### config.mk
export PLATFORM = sky130hd
export DESIGN_NAME = dds_phase_gen
export DESIGN_NICKNAME = d
export VERILOG_FILES = /design/src/rtl/dds_pkg.sv /design/src/rtl/dds_quarter_fold.sv /design/src/rtl/dds_phase_gen.sv
export SDC_FILE = /design/constraint.sdc
export NUM_CORES = 1
export LEC_CHECK = 0
export BUFFER_PORTS_ARGS = -buffer_cell sky130_fd_sc_hd__buf_2
export CAP_MARGIN = 10
export CORE_ASPECT_RATIO = 1.2
export CORE_MARGIN = 2
export CORE_UTILIZATION = 40
export DETAILED_ROUTE_END_ITERATION = 8
export PLACE_DENSITY_LB_ADDON = 0.12
export SLEW_MARGIN = 10
export SYNTH_ARGS = -nofsm -noshare
export SYNTH_HDL_FRONTEND = slang
export SYNTH_SLANG_ARGS = --single-unit
### constraint.sdc
create_clock -name clk -period 5.8 [get_ports clk]
set_input_delay 1.16 -clock clk [delete_from_list [all_inputs] [get_ports clk]]
set_output_delay 1.16 -clock clk [all_outputs]
set_load 0.1 [all_outputs]
### src/rtl/dds_pkg.sv
// Shared definitions for the DDS phase generator and the sine lookup side.
// Holds the default widths and the controller state encoding.
package dds_pkg;

  localparam int DDS_ACC_WIDTH  = 24;
  localparam int DDS_ADDR_WIDTH = 8;

  typedef enum logic [1:0] {
    IDLE  = 2'd0,
    RUN   = 2'd1,
    ARMED = 2'd2
  } dds_state_e;

endpackage

### src/rtl/dds_quarter_fold.sv
// Folds a full-wave phase address onto a quarter-wave table index plus sign.
// Purely combinational so the lookup side can reuse it.
module dds_quarter_fold
  import dds_pkg::*;
#(
  parameter int ADDR_WIDTH = DDS_ADDR_WIDTH
) (
  input  logic [ADDR_WIDTH-1:0] phase_addr,
  output logic [ADDR_WIDTH-3:0] quad_idx,
  output logic                  quad_negate
);

  logic [1:0]            quadrant;
  logic [ADDR_WIDTH-3:0] offset;

  // Odd quadrants walk the table backwards; the upper half-wave is negative.
  always_comb begin
    quadrant    = phase_addr[ADDR_WIDTH-1 -: 2];
    offset      = phase_addr[ADDR_WIDTH-3:0];
    quad_idx    = quadrant[0] ? ~offset : offset;
    quad_negate = quadrant[1];
  end

endmodule

### src/rtl/dds_phase_gen.sv
// Phase accumulator with handshaked frequency/phase configuration, optionally
// deferred to the next wrap, producing a registered, quarter-wave-folded address.
module dds_phase_gen
  import dds_pkg::*;
#(
  parameter int ACC_WIDTH  = DDS_ACC_WIDTH,
  parameter int ADDR_WIDTH = DDS_ADDR_WIDTH
) (
  input  logic                  clk,
  input  logic                  rst_n,
  input  logic                  enable,
  input  logic                  clear,
  input  logic                  cfg_valid,
  output logic                  cfg_ready,
  input  logic [ACC_WIDTH-1:0]  cfg_ftw,
  input  logic [ADDR_WIDTH-1:0] cfg_phase,
  input  logic                  cfg_on_wrap,
  output logic [ADDR_WIDTH-1:0] phase_addr,
  output logic [ADDR_WIDTH-3:0] quad_idx,
  output logic                  quad_negate,
  output logic                  addr_valid,
  output logic                  wrap
);

  dds_state_e            state_q, state_d;
  logic [ACC_WIDTH-1:0]  acc_q, acc_d;
  logic                  carry_q, carry_d;
  logic [ACC_WIDTH-1:0]  ftw_q, ftw_d;
  logic [ADDR_WIDTH-1:0] phase_q, phase_d;
  logic [ACC_WIDTH-1:0]  stg_ftw_q, stg_ftw_d;
  logic [ADDR_WIDTH-1:0] stg_phase_q, stg_phase_d;
  logic [ADDR_WIDTH-1:0] phase_addr_q, phase_addr_d;
  logic [ADDR_WIDTH-3:0] quad_idx_q, quad_idx_d;
  logic                  quad_negate_q, quad_negate_d;
  logic                  addr_valid_q, addr_valid_d;
  logic                  wrap_q, wrap_d;
  logic                  cfg_ready_q, cfg_ready_d;

  logic                  handshake;
  logic                  active;
  logic                  load_now;
  logic                  apply_stage;
  logic                  stage_cfg;
  logic [ACC_WIDTH:0]    sum_ext;
  logic [ADDR_WIDTH-1:0] raw_addr;
  logic [ADDR_WIDTH-3:0] fold_idx;
  logic                  fold_negate;

  dds_quarter_fold #(
    .ADDR_WIDTH(ADDR_WIDTH)
  ) u_fold (
    .phase_addr (raw_addr),
    .quad_idx   (fold_idx),
    .quad_negate(fold_negate)
  );

  always_comb begin
    state_d       = state_q;
    acc_d         = acc_q;
    carry_d       = 1'b0;
    ftw_d         = ftw_q;
    phase_d       = phase_q;
    stg_ftw_d     = stg_ftw_q;
    stg_phase_d   = stg_phase_q;
    phase_addr_d  = phase_addr_q;
    quad_idx_d    = quad_idx_q;
    quad_negate_d = quad_negate_q;
    load_now      = 1'b0;
    apply_stage   = 1'b0;
    stage_cfg     = 1'b0;

    handshake = cfg_valid & cfg_ready_q;
    active    = (state_q != IDLE);
    sum_ext   = {1'b0, acc_q} + {1'b0, ftw_q};
    raw_addr  = acc_q[ACC_WIDTH-1 -: ADDR_WIDTH] + phase_q;

    // A deferred request only makes sense while the accumulator keeps running
    // uninterrupted; otherwise it degrades to an immediate load.
    case (state_q)
      IDLE: begin
        load_now = handshake;
        if (enable) state_d = RUN;
      end
      RUN: begin
        if (handshake) begin
          if (cfg_on_wrap && enable && !clear) begin
            stage_cfg = 1'b1;
            state_d   = ARMED;
          end else begin
            load_now = 1'b1;
          end
        end
        if (!enable) state_d = IDLE;
      end
      ARMED: begin
        apply_stage = !enable || clear || carry_q;
        if (!enable) state_d = IDLE;
        else if (clear || carry_q) state_d = RUN;
      end
      default: state_d = IDLE;
    endcase

    if (load_now) begin
      ftw_d   = cfg_ftw;
      phase_d = cfg_phase;
    end
    if (apply_stage) begin
      ftw_d   = stg_ftw_q;
      phase_d = stg_phase_q;
    end
    if (stage_cfg) begin
      stg_ftw_d   = cfg_ftw;
      stg_phase_d = cfg_phase;
    end

    if (clear) begin
      acc_d = '0;
    end else if (active) begin
      acc_d   = sum_ext[ACC_WIDTH-1:0];
      carry_d = sum_ext[ACC_WIDTH];
    end

    if (active) begin
      phase_addr_d  = raw_addr;
      quad_idx_d    = fold_idx;
      quad_negate_d = fold_negate;
    end
    addr_valid_d = active;
    wrap_d       = carry_q & active;
    cfg_ready_d  = (state_d != ARMED);
  end

  always_ff @(posedge clk or negedge rst_n) begin
    if (!rst_n) begin
      state_q       <= IDLE;
      acc_q         <= '0;
      carry_q       <= 1'b0;
      ftw_q         <= '0;
      phase_q       <= '0;
      stg_ftw_q     <= '0;
      stg_phase_q   <= '0;
      phase_addr_q  <= '0;
      quad_idx_q    <= '0;
      quad_negate_q <= 1'b0;
      addr_valid_q  <= 1'b0;
      wrap_q        <= 1'b0;
      cfg_ready_q   <= 1'b0;
    end else begin
      state_q       <= state_d;
      acc_q         <= acc_d;
      carry_q       <= carry_d;
      ftw_q         <= ftw_d;
      phase_q       <= phase_d;
      stg_ftw_q     <= stg_ftw_d;
      stg_phase_q   <= stg_phase_d;
      phase_addr_q  <= phase_addr_d;
      quad_idx_q    <= quad_idx_d;
      quad_negate_q <= quad_negate_d;
      addr_valid_q  <= addr_valid_d;
      wrap_q        <= wrap_d;
      cfg_ready_q   <= cfg_ready_d;
    end
  end

  assign cfg_ready   = cfg_ready_q;
  assign phase_addr  = phase_addr_q;
  assign quad_idx    = quad_idx_q;
  assign quad_negate = quad_negate_q;
  assign addr_valid  = addr_valid_q;
  assign wrap        = wrap_q;

endmodule

== Yosys cells after proc, flatten, opt, wreduce, memory -nomap -nowiden ==
Index checks and enable logic that the tools add are counted.
Cells by class
  bitwise operators: 3
  $add $sub $neg: 2
  muxes and demuxes: 23
  reductions and logical operators: 11
  equal/unequal tests: 3
Operator list (count)
  24-bit two-way mux: 4
  24-bit by 24-bit adder with 25-bit output: 1
  8-bit two-way mux: 2
  2-bit two-way mux: 6
  8-bit adder: 1
  1-bit two-way mux: 8
  6-bit two-way mux: 1
  6-bit inverter: 1
  2-bit one-hot mux with 3 select lines: 1
  2-bit nonzero test: 3
  1-bit logical OR: 3
  1-bit AND: 2
  2-bit by 1-bit == test with 1-bit output (second input constant): 1
  2-bit == test (second input constant): 1
  1-bit logical AND: 2
  1-bit logical NOT: 2
  2-bit logical NOT: 1
  2-bit != test (second input constant): 1
  1-bit one-hot mux with 2 select lines: 1
Storage, ports and cells
  bits in registers: 109
  output and inout port bits: 18
  logic and storage cells: 55

== Depth between registers and ports, before layout ==
Gate-level depths: netlist (run 1).
  depth in word-level cells: 7
  gate-level depth with buffers: 9

== By module ==
From an unflattened synthesis (run 1), not the netlist that was laid out.
Unflattened totals
  cells, all modules: 625
  area total of the unflattened synthesis: 6117.1 sq um
By module, submodules not included
  dds_phase_gen: cells an instance 617, area each 6045.8 sq um, instances 1
  dds_quarter_fold: cells an instance 8, area each 71.3 sq um, instances 1

== Worst setup path before layout (run 1) ==
Ideal clock, no wire load.
  path kind: input -> register
  start point: input clear
  end point: register stg_ftw_q[0]
  stages: 6
  path slack: 3.088 ns
  arrival: 2.587 ns
  data required time: 5.675 ns
  library setup time: 0.125 ns
  cell sequence: clkbuf_8 > and3b_1 > nand2_1 > nor3_1 > buf_2 > mux2_2
On the way
  cells in the longest elaborated chain, start to end: 5
Ends and longest elaborated chain
  from (decl): line dds_phase_gen.sv:12  | input logic clear,
  1-bit logical NOT: line dds_phase_gen.sv:86  | if (cfg_on_wrap && enable && !clear) begin
  1-bit logical AND: line dds_phase_gen.sv:86
  1-bit two-way mux: line dds_phase_gen.sv:86
  1-bit two-way mux: line dds_phase_gen.sv:85  | if (handshake) begin
  1-bit two-way mux: line dds_phase_gen.sv:79  | case (state_q)
  to (signal assigned): line dds_phase_gen.sv:154  | stg_ftw_q <= stg_ftw_d;
  to (decl): line dds_phase_gen.sv:30  | logic [ACC_WIDTH-1:0] stg_ftw_q, stg_ftw_d;
No other way between the ends.
A chain may end at the register's enable or synchronous reset.

== Final worst setup path (run 1) ==
  start point: input clear
  end point: register ftw_q[3]
On the way
  cells in the longest elaborated chain, start to end: 6
Ends and longest elaborated chain
  1-bit logical NOT: line dds_phase_gen.sv:86
  1-bit logical AND: line dds_phase_gen.sv:86
  1-bit two-way mux: line dds_phase_gen.sv:86
  1-bit two-way mux: line dds_phase_gen.sv:85
  1-bit one-hot mux with 2 select lines: line dds_phase_gen.sv:79
  2-bit nonzero test (no line)
  to (signal assigned): line dds_phase_gen.sv:152  | ftw_q <= ftw_d;
  to (decl): line dds_phase_gen.sv:28  | logic [ACC_WIDTH-1:0] ftw_q, ftw_d;
Several ways; a longest one is shown, not always the timed one.

==> flow_summary.toml, run 1 <==
[global_routing]
grt_pass1_wl_um = 20400
grt_pass1_vias = 4162
grt_max_degree = 67
grt_overflow_total = 0
track_usage = 0.167
antenna_found_initial = 0

[critical_path]
end_kind = "flop"
reg2reg_to = "acc_q[22]$_DFFE_PN0P_"
cp_data_arrival_time_ps = 3020
reg2regPathDepth = 9
timing.rr.start = "ftw_q[0]$_DFFE_PN0P_"
cpMostUsedCell = "buf_4"
crit_fanout = 64
critical_path.endpoint = "ftw_q[3]$_DFFE_PN0P_"
regToRegSetupSlack_ps = 3100
max_stage_delay_ps = 510
crit_chain = "buf_2 > nor3b_1 > nor3b_2 > buf_4 > o21ai_4 > buf_4 > nand2_1 > o21ai_0"
crit_start = "clear"
cp_slowest_cell = "buf_4"
critPathLaunchType = "input pin"
required_ps = 6010
critPathKind = "input pin to flop"

[finish]
layout.nets = 692
instances_no_fill = 801
syn_to_final_growth_pct = 12.2
diodes = 0
drive_gt1_frac = 0.200

[timing]
rsz0062_at_grt = "no"
fmaxAchievable_mhz = 356
finalSetupViolCount = 0
slew_violations = 0
finalHoldViolations = 0
clock-skew-final_ps = 5.57
worst_slew_pin_slew_ps = 835
maxSlewHeadroom = 0.443
min_period_ps = 2810
period_share = 0.484
fin_setup_tns_ps = 0

[synthesis]
synth.distinct_cells = 61
avgSynthCellArea_um2 = 10.2
syn_nets = 645
syn_inst = 574
synth-edff-count = 0
yosysWarnings = 0
synthFlopType = "dfrtp_1"
synth-async-reset-ratio = 1.00
synth_seq_cells = 108
ys_seq_area_frac = 0.460
syn_area_um2 = 5870

[cts]
htree_levels = 3
clk_pin_slew_ps = 70
clk_latency_ps = 350
cts_resized = 0
cts_tree = "built"
cts_root_buf = "clkbuf_16"
cts_buffers = 9
post-cts-setup-buffers = 0
clk_path_buf_depth = 2
cts.sink_count = 108
cts_hold_buf = 0

[floorplanning]
core_um2 = 14400
die_h_um = 137
floorplan.initialDensity = 0.409
die_area_um2 = 15700
pin_count = 56
fp-row-count = 48
die_w_um = 115

[route]
wl_per_cell_um = 15.3
dr_total_vias = 4230
drc = 0
drtAntennaViolNets = 0
viasPerCell = 5.28
wl_um = 12300
dr.pass1.iters = 4
drtIter0Drc = 166

[power]
netSwitchingPower_uw = 1010
p_leak_uw = 0.00304
combPwrFrac = 0.367
ir_worst_vdd_mv = 0.159
swShare = 0.402
p_int_uw = 1490
power_density_nw_per_um2 = 380
pwr-share-seq = 0.393
clockPowerShare = 0.240

[placed_design]
port_buffers = 55
dp_hpwl_um = 8850
dp_cells = 785
gp_congestion = 0.872

[outcome]
outcome = "complete, no violations"

[job]
max_cap_viol_count = 0

[hold_path]
hp-class = "flop to flop"
==> metrics by stage <==
| stage | setup slack (ps) | total power (uW) | util | hold slack (ps) | cell area, um2 |
|---|---|---|---|---|---|
| 6_report | 2990 | 2500 | 0.459 | 461 | 6590 |
| 5_1_grt | 2820 | 2660 | 0.459 | 481 | 6590 |
| 4_1_cts | 2960 | 2530 | 0.459 | 468 | 6590 |
| 3_5_place_dp | 2580 | 1920 | 0.439 | 452 | 6300 |
| 3_3_place_gp | 2690 | 1910 | 0.439 | 444 | 6300 |
| 2_1_floorplan | 3090 | 1750 | - | 454 | 5870 |
==> cell usage after synthesis, types with 3 or more instances <==
cell	number	area share
nor2_1	28	0.018
nand3_1	3	0.0026
buf_2	4	0.0034
mux2i_1	33	0.056
xor2_1	5	0.0075
o21ai_1	3	0.0026
a22o_1	4	0.0060
nand3b_1	3	0.0038
nand2_1	94	0.060
o21a_1	5	0.0064
inv_1	4	0.0026
and2_1	4	0.0043
o211ai_1	3	0.0038
nor3_1	4	0.0034
ha_1	31	0.066
clkbuf_1	16	0.010
mux2_2	32	0.061
a211oi_1	7	0.0090
xnor2_1	17	0.025
nand4_1	4	0.0043
nor3b_1	3	0.0038
a21o_1	13	0.017
buf_1	3	0.0019
o21ai_0	56	0.048
dfrtp_1	108	0.46
a21oi_1	40	0.034
and3_1	5	0.0053
==> logic make-up after synthesis <==
logic type	Yosys count	synth area share
fa+ha+maj	33	0.0729
buf+inv	31	0.0266
flops	108	0.460
simple gates	160	0.121
xor+xnor	23	0.0356
compound gates	154	0.166
mux	65	0.118
==> sequential cells by signal, summed over array words and instances (netlist names) <==
signal	count
phase_addr	8
stg_ftw_q	24
state_q	2
stg_phase_q	8
wrap	1
carry_q	1
quad_idx	6
addr_valid	1
acc_q	24
cfg_ready	1
ftw_q	24
phase_q	8
==> per-layer routing <==
metal  vias up  part of all wire  global-route usage  wire length [um]
met4         0             0.017              0.0799               209
met3        12             0.034              0.0244               422
met2        69              0.44               0.254              5450
li1       2148                 -                   -                 -
met5         -                 0                   0                 0
met1      2001              0.50               0.235              6170
==> power by group through the flow <==
stage / sequential [uW] / combinational (uW) / clock, uW
3_3_place_gp: 996 / 910 / 0
3_5_place_dp: 1000 / 922 / 0
5_1_grt: 1010 / 1000 / 652
6_report: 984 / 918 / 599
4_1_cts: 987 / 925 / 619
2_1_floorplan: 1260 / 483 / 0
==> worst min path at each step <==
stage	end	slack [ps]	cells past startpoint	start
floorplan	ftw_q[0]$_DFFE_PN0P_	450	2	ftw_q[0]$_DFFE_PN0P_
global placement	phase_addr[1]$_DFFE_PN0N_	440	2	phase_addr[1]$_DFFE_PN0N_
detailed placement	phase_addr[6]$_DFFE_PN0N_	450	2	phase_addr[6]$_DFFE_PN0N_
CTS	phase_addr[6]$_DFFE_PN0N_	470	2	phase_addr[6]$_DFFE_PN0N_
global route	phase_addr[6]$_DFFE_PN0N_	480	2	phase_addr[6]$_DFFE_PN0N_
finish	phase_addr[6]$_DFFE_PN0N_	460	2	phase_addr[6]$_DFFE_PN0N_
==> critical path: cells and delay by family <==
| kind | cells | cell delay [ps] |
|---|---|---|
| and+or+nand+nor | 3 | 420 |
| buffers and inverters | 3 | 1250 |
| AOI/OAI and AO/OA | 2 | 160 |
==> area by class of cell <==
cell class                 count  area (um2)
multi-input combinational    435        3030
fill                        1365        7760
clock inverter                 5        42.5
inverter                       5        18.8
timing repair buffer          62         330
sequential                   108        2700
tap                          175         219
clock buffer                  11         243
==> cell usage in the layout, fill, tap and decap left out, drive strengths merged, types with 3 or more instances in the layout <==
master,netlist,final
nand4,4,4
a21oi,40,40
nand3b,3,3
inv,4,7
mux2,32,32
o21bai,3,3
nor3b,3,3
nor2,29,29
and3,5,5
a2111oi,3,3
o21a,6,6
nand2,94,94
clkinv,1,3
mux2i,33,33
and2,4,4
o21ai,61,61
ha,31,31
clkbuf,18,11
xnor2,18,18
a22o,4,4
nand3,3,3
xor2,5,5
a21o,14,14
o211ai,3,3
or3,3,3
buf,8,62
a211oi,7,7
nor3,4,4
dfrtp,108,108
Note: power is estimated with default switching activity, not from simulation.
==> run 2, diff against run 1 <==
==> constraint.sdc (replaced) <==
create_clock -name clk -period 2.6 [get_ports clk]
set_input_delay 0.52 -clock clk [delete_from_list [all_inputs] [get_ports clk]]
set_output_delay 0.52 -clock clk [all_outputs]
set_load 0.1 [all_outputs]
==> run 2 against run 1 <==
- combinational power rose by 130%
- clock power rose to 2.6 times the previous value
- count of clock-buffer cells in the layout is 1 higher
- cell area up 3.1%
- global-route usage grew 0.78 points
- critical path depth fell by 1
- non-clock buffer count grew 15
- hold slack worse by 280 ps
- critical path type is now flop to flop
==> flow_summary.toml, run 2 (synthesis results as in run 1) <==
[outcome]
outcome = "complete, no violations"

[power]
power_density_nw_per_um2 = 861
power_uw = 5850
p_leak_uw = 0.00314
ir_worst_vdd_mv = 0.361

[finish]
top_regs = "acc_q x24, ftw_q x24, stg_ftw_q x24"
syn_to_final_growth_pct = 15.7
ff_latch_area_um2 = 2700
final_common_cell = "dfrtp_1"
layout.nets = 707
layout_common_cells = "dfrtp_1, nand2_1, o21ai_0"
instances_no_fill = 816
drive_gt1_frac = 0.222
diodes = 0
multi_input_area_um2 = 3040
fin_util = 0.473
fill_cells = 1370

[critical_path]
reg2regPathDepth = 7
critPathKind = "flop to flop"
critPathLaunchType = "flop"
required_ps = 2880
reg2reg_to = "acc_q[23]$_DFFE_PN0P_"
cp_data_arrival_time_ps = 2740
crit_fanout = 5
regToRegSetupSlack_ps = 140
timing.rr.start = "ftw_q[17]$_DFFE_PN0P_"
crit_start = "ftw_q[17]$_DFFE_PN0P_"
end_kind = "flop"

[timing]
worst_slew_pin_slew_ps = 651
slew_violations = 0
fin_setup_tns_ps = 0
clock-skew-final_ps = 9.55
min_period_ps = 2460
finalHoldViolations = 0
hold_ws_ps = 177
finalSetupViolCount = 0
rsz0062_at_grt = "no"
maxSlewHeadroom = 0.566
fmaxAchievable_mhz = 406
period_share = 0.947

[floorplanning]
die_area_um2 = 15700
core_um2 = 14400
die_w_um = 115
fp-row-count = 48
die_h_um = 137
pin_count = 56
floorplan.initialDensity = 0.409

[hold_path]
hp-class = "input pin to asynchronous set/reset pin"

[cts]
cts_hold_buf = 0
htree_levels = 3
cts_buffers = 9
clk_latency_ps = 360
cts_tree = "built"
cts_root_buf = "clkbuf_16"
clk_pin_slew_ps = 80
cts.sink_count = 108
clk_path_buf_depth = 2

[job]
max_cap_viol_count = 0

[route]
drtIter0Drc = 213
wl_per_cell_um = 15.6
wl_um = 12800
drtAntennaViolNets = 0
dr_total_vias = 4313
viasPerCell = 5.29
drc = 0
dr.pass1.iters = 4

[global_routing]
grt_max_degree = 65
grt_overflow_total = 0
grt_pass1_wl_um = 21400
track_usage = 0.175
grt_pass1_vias = 4198
antenna_found_initial = 0

[placed_design]
dp_cells = 800
dp_hpwl_um = 9410
port_buffers = 55
gp_congestion = 0.870
run 2: changes by cell type in the layout (fill, tap and decap cells not counted), sizes merged:
cell,change
inv,-1
clkbuf,+1
clkinv,-2
buf,+15
bufinv,+2
run 2: critical path: stages, from the launching register on:
cell and delay [ps]:
dfrtp_1 410, ha_1 380, and3_1 250, and3_1 190
or3b_1 340, o21a_2 230, or4b_1 470, o211ai_1 100
run 2: how the worst max path moves through the flow:
stage	end	cells past startpoint	slack [ps]
4_1_cts	acc_q[22]$_DFFE_PN0P_	9	40
2_1_floorplan	acc_q[17]$_DFFE_PN0P_	8	150
3_5_place_dp	acc_q[22]$_DFFE_PN0P_	9	60
5_1_grt	acc_q[17]$_DFFE_PN0P_	8	20
3_3_place_gp	acc_q[22]$_DFFE_PN0P_	9	120
6_report	acc_q[23]$_DFFE_PN0P_	7	140
run 2: stage by stage:
| step | setup slack [ps] | instance area [um2] |
|---|---|---|
| finish | 138 | 6790 |
| global route | 15.2 | 6790 |
| CTS | 44.4 | 6780 |
| detailed placement | 59.3 | 6450 |
| global placement | 123 | 6450 |
| floorplan | 147 | 5870 |
run 2: what timing repair did:
item                                    CTS  global route
setup buffers                             0             0
endpoints found under the setup margin    0             7
gates resized for setup                   0             4
run 2: final cells by class:
class                   count  share of cell area
repair buffers             77              0.0708
clock inverters             4              0.0118
well taps                 175              0.0322
flip-flops and latches    108               0.398
clock buffers              12              0.0363
inverters                   5             0.00276
multi-input cells         435               0.448
run 2: metal layers:
metal | up-vias | global-route usage | routed length (um)
met2 | 80 | 0.264 | 5580
met5 | - | 0 | 0
met3 | 18 | 0.0266 | 483
met4 | 0 | 0.0718 | 277
met1 | 2039 | 0.252 | 6430
li1 | 2176 | - | -
run 2: where the power goes:
group | internal (uW) | switching (uW) | total, uW
clock network | 883 | 649 | 1530
registers | 2000 | 195 | 2200
logic | 694 | 1430 | 2120
total | 3580 | 2270 | 5850
==> run 3, diff against run 2 <==
--- a/config.mk
+++ b/config.mk
@@ -7,7 +7,7 @@
 export LEC_CHECK = 0
 export BUFFER_PORTS_ARGS = -buffer_cell sky130_fd_sc_hd__buf_2
 export CAP_MARGIN = 10
-export CORE_ASPECT_RATIO = 1.2
+export CORE_ASPECT_RATIO = 1.4
 export CORE_MARGIN = 2
 export CORE_UTILIZATION = 40
 export DETAILED_ROUTE_END_ITERATION = 8
==> run 3 against run 2 <==
- global-route usage is 1.2 points higher
- sequential share of layout area is 0.066 points lower
- count of clock-buffer cells in the layout is 2 lower
- register-to-register slack hardly changed
- highest routed layer unchanged
- clock power is 12% lower
- cell area is 0.17% higher
==> flow_summary.toml, run 3 (synthesis results as in run 1) <==
[outcome]
outcome = "complete, no violations"

[power]
ir_worst_vdd_mv = 0.584
power_density_nw_per_um2 = 834
p_leak_uw = 0.00312
power_uw = 5680

[placed_design]
port_buffers = 55
dp_hpwl_um = 10300
dp_cells = 814
gp_congestion = 0.835

[timing]
fmaxAchievable_mhz = 406
finalSetupViolCount = 0
finalHoldViolations = 0
rsz0062_at_grt = "no"
period_share = 0.946
clock-skew-final_ps = 10.7
maxSlewHeadroom = 0.581
fin_setup_tns_ps = 0
min_period_ps = 2460
worst_slew_pin_slew_ps = 629
slew_violations = 0

[critical_path]
reg2reg_to = "acc_q[23]$_DFFE_PN0P_"
required_ps = 2870
reg2regPathDepth = 7
critPathKind = "flop to flop"
timing.rr.start = "ftw_q[15]$_DFFE_PN0P_"
crit_chain = "ha_1 > and2_1 > and3_1 > or3b_1 > o21a_2 > or4b_1 > o211ai_1"
cp_data_arrival_time_ps = 2740
max_stage_delay_ps = 470
cp_slowest_cell = "or4b_1"
crit_fanout = 7
end_kind = "flop"
critPathLaunchType = "flop"
regToRegSetupSlack_ps = 140

[job]
max_cap_viol_count = 0

[cts]
htree_levels = 3
cts_tree = "built"
cts_hold_buf = 0
cts_root_buf = "clkbuf_16"
clk_latency_ps = 360
clk_path_buf_depth = 2
cts.sink_count = 108
cts_buffers = 9
clk_pin_slew_ps = 70

[route]
viasPerCell = 5.25
drc = 0
dr_total_vias = 4361
wl_per_cell_um = 16.4
dr.pass1.iters = 4
drtAntennaViolNets = 0
drtIter0Drc = 104
wl_um = 13700

[floorplanning]
die_area_um2 = 15700
core_um2 = 14400
floorplan.initialDensity = 0.408
die_h_um = 147
die_w_um = 106
pin_count = 56
fp-row-count = 52

[finish]
fill_cells = 1386
syn_to_final_growth_pct = 15.9
diodes = 0
instances_no_fill = 831
layout_common_cells = "dfrtp_1, nand2_1, o21ai_0"
multi_input_area_um2 = 3060
drive_gt1_frac = 0.229
top_regs = "acc_q x24, ftw_q x24, stg_ftw_q x24"
ff_latch_area_um2 = 2700
final_common_cell = "dfrtp_1"
layout.nets = 708

[global_routing]
grt_overflow_total = 0
antenna_found_initial = 0
grt_pass1_vias = 4591
grt_max_degree = 52
grt_pass1_wl_um = 22800
track_usage = 0.187

[hold_path]
hp-class = "input pin to asynchronous set/reset pin"
-- run 3: changes by cell type in the layout (fill, tap and decap cells not counted), sizes merged --
cell	change
bufinv	-2
clkbuf	-2
clkinvlp	+1
inv	+1
clkinv	+2
buf	+1
-- run 3: what timing repair did --
item | 4_1_cts | 5_1_grt
resized for setup | 0 | 8
setup endpoints to repair | 0 | 7
buffers inserted | 0 | 1
-- run 3: power by group --
group | switching (uW) | internal [uW] | leakage [uW]
Clock | 675 | 672 | 0.000137
Sequential | 195 | 2000 | 0.00135
Combinational | 1440 | 692 | 0.00164
Total | 2310 | 3360 | 0.00312
-- run 3: worst max-delay path: cells and delay by family, from the launching register on --
family | cells | cell delay (ps)
adders and majority gates | 1 | 430
DFF | 1 | 420
and+or+nand+nor | 4 | 1190
AOI/OAI and AO/OA | 2 | 330
-- run 3: layout make-up --
| class | count | share of cell area |
|---|---|---|
| clock inverter | 6 | 0.00828 |
| tap | 189 | 0.0348 |
| clock buffer | 10 | 0.0337 |
| multi-input combinational | 435 | 0.450 |
| sequential | 108 | 0.397 |
| inverter | 5 | 0.00276 |
| timing repair buffer | 78 | 0.0736 |
-- run 3: per-stage QoR --
stage / utilization / cell area [um2] / setup WS (ps) / hold WS (ps)
CTS: 0.471 / 6770 / 18.3 / 208
global route: 0.473 / 6800 / 6.87 / 225
finish: 0.473 / 6800 / 139 / 176
floorplan: - / 5870 / 147 / 224
detailed placement: 0.451 / 6480 / 34.5 / 451
global placement: 0.451 / 6480 / 89.6 / 444
-- run 3: how the worst max path moves through the flow --
stage                            end  slack [ps]                   from
2_1_floorplan  acc_q[17]$_DFFE_PN0P_         150   acc_q[6]$_DFFE_PN0P_
3_3_place_gp   acc_q[17]$_DFFE_PN0P_          90   acc_q[7]$_DFFE_PN0P_
3_5_place_dp   acc_q[17]$_DFFE_PN0P_          30   acc_q[7]$_DFFE_PN0P_
4_1_cts        acc_q[17]$_DFFE_PN0P_          20   acc_q[7]$_DFFE_PN0P_
5_1_grt        acc_q[23]$_DFFE_PN0P_           7  ftw_q[15]$_DFFE_PN0P_
6_report       acc_q[23]$_DFFE_PN0P_         140  ftw_q[15]$_DFFE_PN0P_
-- run 3: per-layer routing --
metal,global-route usage,part of all wire,vias to the layer above
li1,-,-,2179
met1,0.205,0.40,2090
met2,0.351,0.55,69
met3,0.0333,0.028,23
met4,0.0717,0.025,0
met5,0,0,-
